## config.mk

```make
export PLATFORM = sky130hd
export DESIGN_NAME = port_if
export DESIGN_NICKNAME = d
export VERILOG_FILES = /design/src/rtl/port_pkg.sv /design/src/rtl/port_hdr_check.sv /design/src/rtl/port_if.sv
export SDC_FILE = /design/constraint.sdc
export NUM_CORES = 1
export LEC_CHECK = 0
export ABC_AREA = 1
export CAP_MARGIN = 20
export CORE_ASPECT_RATIO = 1.2
export CORE_UTILIZATION = 52
export DETAILED_ROUTE_END_ITERATION = 10
export GPL_ROUTABILITY_DRIVEN = 1
export PLACE_DENSITY = 0.9
export SYNTH_ARGS = -nofsm -noshare
export SYNTH_HDL_FRONTEND = slang
export SYNTH_HIERARCHICAL = 1
export SYNTH_SLANG_ARGS = --single-unit
```

## constraint.sdc

```tcl
create_clock -name clk -period 2.5 [get_ports clk]
set_clock_uncertainty 0.2 [all_clocks]
set_input_delay 0.25 -clock clk [delete_from_list [all_inputs] [get_ports clk]]
set_output_delay 0.25 -clock clk [all_outputs]
set_load 0.05 [all_outputs]
```

## src/rtl/port_pkg.sv

```systemverilog
// Shared types and helpers for the switch port transmit block.
package port_pkg;

    typedef enum logic [1:0] {
        SINGLE    = 2'd0,
        MULTICAST = 2'd1,
        BROADCAST = 2'd2
    } ptype_e;

    typedef enum logic [2:0] {
        IDLE = 3'd0,
        HDR  = 3'd1,
        LEN  = 3'd2,
        PAY  = 3'd3,
        GAP  = 3'd4
    } state_e;

    localparam logic [1:0] ERR_NONE = 2'd0;
    localparam logic [1:0] ERR_SRC  = 2'd1;
    localparam logic [1:0] ERR_TGT  = 2'd2;
    localparam logic [1:0] ERR_LEN  = 2'd3;

    function automatic logic [2:0] countones(input logic [3:0] v);
        logic [2:0] n;
        n = '0;
        for (int i = 0; i < 4; i++) begin
            n = n + 3'(v[i]);
        end
        return n;
    endfunction

endpackage

```

## src/rtl/port_hdr_check.sv

```systemverilog
// Combinational header validation and packet-type classification.
module port_hdr_check
    import port_pkg::*;
#(
    parameter int PORT_ID = 0,
    parameter int MAX_LEN = 16
) (
    input  logic [3:0] source,
    input  logic [3:0] target,
    input  logic [7:0] len,
    output logic       ok,
    output logic [1:0] err_code,
    output ptype_e     ptype
);

    localparam logic [3:0] SRC_EXP   = 4'(1 << PORT_ID);
    localparam logic [7:0] MAX_LEN_B = 8'(MAX_LEN);

    logic src_ok;
    logic tgt_bcast;
    logic tgt_ok;
    logic len_ok;

    // Matching the single legal mask also guarantees the source is one-hot.
    assign src_ok    = (source == SRC_EXP);
    assign tgt_bcast = (target == 4'hF);
    assign tgt_ok    = tgt_bcast || ((target != 4'h0) && ((target & source) == 4'h0));
    assign len_ok    = (len != 8'd0) && (len <= MAX_LEN_B);
    assign ok        = src_ok && tgt_ok && len_ok;

    always_comb begin
        if (!src_ok)      err_code = ERR_SRC;
        else if (!tgt_ok) err_code = ERR_TGT;
        else if (!len_ok) err_code = ERR_LEN;
        else              err_code = ERR_NONE;
    end

    always_comb begin
        if (tgt_bcast)                   ptype = BROADCAST;
        else if (countones(target) == 1) ptype = SINGLE;
        else                             ptype = MULTICAST;
    end

endmodule

```

## src/rtl/port_if.sv

```systemverilog
// Transmit-side link: validates a packet header and serialises header, length
// and payload bytes onto the switch input port under suspend back-pressure.
module port_if
    import port_pkg::*;
#(
    parameter int PORT_ID = 0,
    parameter int MAX_LEN = 16
) (
    input  logic        clk,
    input  logic        reset,
    input  logic        pkt_valid,
    output logic        pkt_ready,
    input  logic [3:0]  pkt_source,
    input  logic [3:0]  pkt_target,
    input  logic [7:0]  pkt_len,
    input  logic        pl_valid,
    input  logic [7:0]  pl_data,
    output logic        pl_ready,
    input  logic        suspend_ip,
    output logic        valid_ip,
    output logic [7:0]  data_ip,
    output logic [1:0]  ptype,
    output logic        busy,
    output logic        hdr_err,
    output logic [1:0]  err_code,
    output logic [15:0] pkt_count
);

    state_e      state_q, state_d;
    logic [3:0]  src_q, src_d;
    logic [3:0]  tgt_q, tgt_d;
    logic [7:0]  len_q, len_d;
    logic [7:0]  cnt_q, cnt_d;
    logic [7:0]  data_q, data_d;
    logic        valid_q, valid_d;
    ptype_e      ptype_q, ptype_d;
    logic        hdr_err_q, hdr_err_d;
    logic [1:0]  err_q, err_d;
    logic [15:0] count_q, count_d;

    logic        chk_ok;
    logic [1:0]  chk_err;
    ptype_e      chk_ptype;
    logic        load_en;
    logic        pl_ready_c;

    port_hdr_check #(
        .PORT_ID (PORT_ID),
        .MAX_LEN (MAX_LEN)
    ) u_hdr_check (
        .source   (pkt_source),
        .target   (pkt_target),
        .len      (pkt_len),
        .ok       (chk_ok),
        .err_code (chk_err),
        .ptype    (chk_ptype)
    );

    assign load_en = !valid_q || !suspend_ip;

    always_comb begin
        state_d    = state_q;
        src_d      = src_q;
        tgt_d      = tgt_q;
        len_d      = len_q;
        cnt_d      = cnt_q;
        data_d     = data_q;
        valid_d    = valid_q;
        ptype_d    = ptype_q;
        hdr_err_d  = 1'b0;
        err_d      = err_q;
        count_d    = count_q;
        pl_ready_c = 1'b0;
        case (state_q)
            IDLE: begin
                if (pkt_valid) begin
                    if (chk_ok) begin
                        src_d   = pkt_source;
                        tgt_d   = pkt_target;
                        len_d   = pkt_len;
                        cnt_d   = 8'd0;
                        ptype_d = chk_ptype;
                        state_d = HDR;
                    end else begin
                        hdr_err_d = 1'b1;
                        err_d     = chk_err;
                    end
                end
            end
            HDR: begin
                if (load_en) begin
                    data_d  = {tgt_q, src_q};
                    valid_d = 1'b1;
                    state_d = LEN;
                end
            end
            LEN: begin
                if (load_en) begin
                    data_d  = len_q;
                    valid_d = 1'b1;
                    state_d = PAY;
                end
            end
            PAY: begin
                // Once every payload byte is loaded, wait for the last one to leave.
                if (cnt_q != len_q) begin
                    pl_ready_c = load_en;
                    if (load_en) begin
                        valid_d = pl_valid;
                        if (pl_valid) begin
                            data_d = pl_data;
                            cnt_d  = cnt_q + 8'd1;
                        end
                    end
                end else if (load_en) begin
                    valid_d = 1'b0;
                    state_d = GAP;
                end
            end
            GAP: begin
                count_d = count_q + 16'd1;
                state_d = IDLE;
            end
            default: state_d = IDLE;
        endcase
    end

    always_ff @(posedge clk or posedge reset) begin
        if (reset) begin
            state_q   <= IDLE;
            src_q     <= '0;
            tgt_q     <= '0;
            len_q     <= '0;
            cnt_q     <= '0;
            data_q    <= '0;
            valid_q   <= 1'b0;
            ptype_q   <= SINGLE;
            hdr_err_q <= 1'b0;
            err_q     <= ERR_NONE;
            count_q   <= '0;
        end else begin
            state_q   <= state_d;
            src_q     <= src_d;
            tgt_q     <= tgt_d;
            len_q     <= len_d;
            cnt_q     <= cnt_d;
            data_q    <= data_d;
            valid_q   <= valid_d;
            ptype_q   <= ptype_d;
            hdr_err_q <= hdr_err_d;
            err_q     <= err_d;
            count_q   <= count_d;
        end
    end

    // Ready is gated by reset so that every output reads 0 while reset is held.
    assign pkt_ready = (state_q == IDLE) && !reset;
    assign pl_ready  = pl_ready_c;
    assign valid_ip  = valid_q;
    assign data_ip   = data_q;
    assign ptype     = ptype_q;
    assign busy      = (state_q != IDLE);
    assign hdr_err   = hdr_err_q;
    assign err_code  = err_q;
    assign pkt_count = count_q;

endmodule

```

==> results of run 1 <==
[layer usage]
| metal | vias up | GRT usage | part of all wire |
|---|---|---|---|
| met5 | - | 0 | 0 |
| met3 | 27 | 0.0490 | 0.046 |
| met2 | 101 | 0.439 | 0.52 |
| met1 | 1396 | 0.295 | 0.40 |
| li1 | 1426 | - | - |
| met4 | 0 | 0.142 | 0.037 |
[cells in the mapped netlist]
cell type	instances	area share
a21oi_1	10	0.015
a21oi_2	1	0.0027
buf_2	1	0.0015
buf_4	2	0.0046
buf_6	4	0.014
clkinv_1	1	0.0011
clkinv_2	1	0.0015
dfrtp_1	57	0.44
fa_1	1	0.0061
ha_1	6	0.023
inv_1	43	0.049
inv_2	3	0.0034
mux2_1	10	0.034
mux2_2	3	0.010
nand2_1	137	0.16
nand2_2	3	0.0057
nand2_4	2	0.0069
nand3_1	33	0.051
nand3_2	2	0.0061
nand3_4	2	0.011
nand3b_1	1	0.0023
nand4_1	8	0.015
nor2_1	29	0.033
nor2_2	5	0.0096
nor2_4	4	0.014
nor2_8	1	0.0061
nor3_1	3	0.0046
nor3_2	2	0.0061
nor3b_1	1	0.0023
o211ai_1	5	0.011
o21ai_0	2	0.0031
o21ai_1	1	0.0015
o21ai_2	1	0.0027
o22ai_1	1	0.0019
o31ai_1	1	0.0023
xnor2_1	7	0.019
xor2_1	9	0.024
[where the power goes]
part	switching, µW	internal (µW)
clock	342	561
sequential	148	1060
combinational	1130	531
[flip-flops by register name (all words and copies together) (netlist names)]
signal	cells
cnt_q	8
data_ip	8
err_code	2
hdr_err	1
len_q	8
pkt_count	16
ptype	2
src_q	4
state_q	3
tgt_q	4
valid_ip	1
[through the flow]
stage | hold slack, ps | area [µm²]
finish | 78.4 | 4240
global route | 119 | 4240
CTS | 88.7 | 4240
detailed placement | 263 | 4030
global placement | 265 | 4030
floorplan | 182 | 3270
[worst max-delay path, cell delays in order]
cell	delay, ps
clkdlybuf4s50_1	480
inv_1	70
fa_1	530
inv_1	40
ha_1	170
ha_1	270
o31ai_1	240
inv_1	50
mux2_1	280
[path summary, 6_finish.rpt]
check | slack, ps | depth (start not counted) | endpoint
max in group asynchronous | 1470 | 3 | len_q[6]
worst min-delay path | 80 | 2 | err_code[1]
worst min register to register | 270 | 2 | data_ip[5]
worst max register to register | 660 | 8 | pkt_count[14]
worst max-delay path | 140 | 9 | ptype[0]
min in group clk | 270 | 2 | data_ip[5]
[repair_timing]
action                                  in CTS  in global routing
endpoints found under the setup margin       1                  0
hold endpoints to repair                     0                  0
gates resized for setup                      1                  0
[logic make-up after synthesis]
| logic type | synth area share |
|---|---|
| simple gates | 0.331 |
| buf+inv | 0.0754 |
| compound gates | 0.0410 |
| xor+xnor | 0.0429 |
| flops | 0.436 |
| fa+ha+maj | 0.0291 |
| mux | 0.0448 |
[cell type report]
| cell class | instances | area share |
|---|---|---|
| multi-input combinational | 291 | 0.377 |
| sequential | 57 | 0.337 |
| timing repair buffer | 71 | 0.169 |
| inverter | 48 | 0.0428 |
| clock buffer | 13 | 0.0422 |
| tap | 82 | 0.0242 |
| clock inverter | 2 | 0.00827 |
==> run metrics, run 1 <==
CTS buffer count=9; clk sinks=57; Mapped Cells=403; Clk pin slew, worst setup/hold paths=60 ps; die height=88.9 µm; DR vias/cell=5.23; Peak VDD IR=between 0.4 and 0.5 mV; drt wl/cell=13.3 µm; CP startpoint kind=input pin; nets=a little over 500; min-delay worst type=input pin to async pin; area occupied by multi-input gates=approximately 1600 µm²; RD Place Congestion=0.866; first-pass GRT wire length=12600 µm; total number of vias=2950; 1st-iter DRT viols=154; most frequent cells in the layout=nand2_1, clkdlybuf4s50_1, dfrtp_1; Setup Crit Path Kind=input pin to register; worst skew pair latency=approximately 340 ps; worst slack, placed=-231 ps; Port Buffer Count=61; final core occ=0.700; syn nets=around 440; YS warnings=6; Final Total Pwr=3780 µW; setup TNS=0 ps; gr usage total=0.255; Seq/Total Area, Yosys=0.436; number of diodes=0; Ports=62; ANT nets after route=0; minimum clock period=2360 ps; Relative slew margins=0.659; LEAKAGE=0.00211 µW; Post-CTS Hold Buffers=0; crit path max fanout=2; DIE AREA=6610 µm²; CTS Root Cell=clkbuf_8; DP Wirelength=5790 µm; TritonCTS clock tree=built; core box area=6050 µm²; power per cell area=891 nW/µm²; starting density of the core=0.540; register area=1430 µm²; post-CTS setup buffer count=0; Final Cycle Share=0.946; Non-Filler Instances=between 500 and 600; DRC errors left=0; most common cell after layout, fill and taps aside=nand2_1; Hold Vio Cnt, Final=0; Slew Limit Fails=0; synthesized area=3270 µm²; worst-case clock buffer depth=2; Inst Count DP=549; flops & latches, synth=57; Worst EP required=2520 ps; share of layout cells above drive strength 1=0.120; Fill cells=between 400 and 500; max cap viols=0; status=complete, no violations; RSZ-0062 raised after global routing=no; worst setup path startpoint=pkt_target[0]; drt total wl=7480 µm; Setup crit end kind=register; Final Setup Violations=0; row count=31; syn avg cell area=8.11 µm²; critical path data arrival time=2380 ps; FF-to-FF Start=state_q[1]; vias in the first global route=2864; largest net degree at the start of global routing=37; synth unique cells=37; PnR worst setup slack=136 ps; Slew @ Worst Pin=slightly above 500 ps; DIE WIDTH=74.4 µm; DR pass1 iterations=4; GRT Residual Overflow=0; Fmax achieved=approximately 420 MHz; Area Overhead vs Synth=29.6%; initial antenna violation count=0; H-tree depth=3
(Power assumes the default switching activity.)
==> run 2: changes to the inputs <==
- HOLD_SLACK_MARGIN: not set -> 0.03
==> results of run 2 <==
Final layout, timing and power as in run 1 (identical DEF).
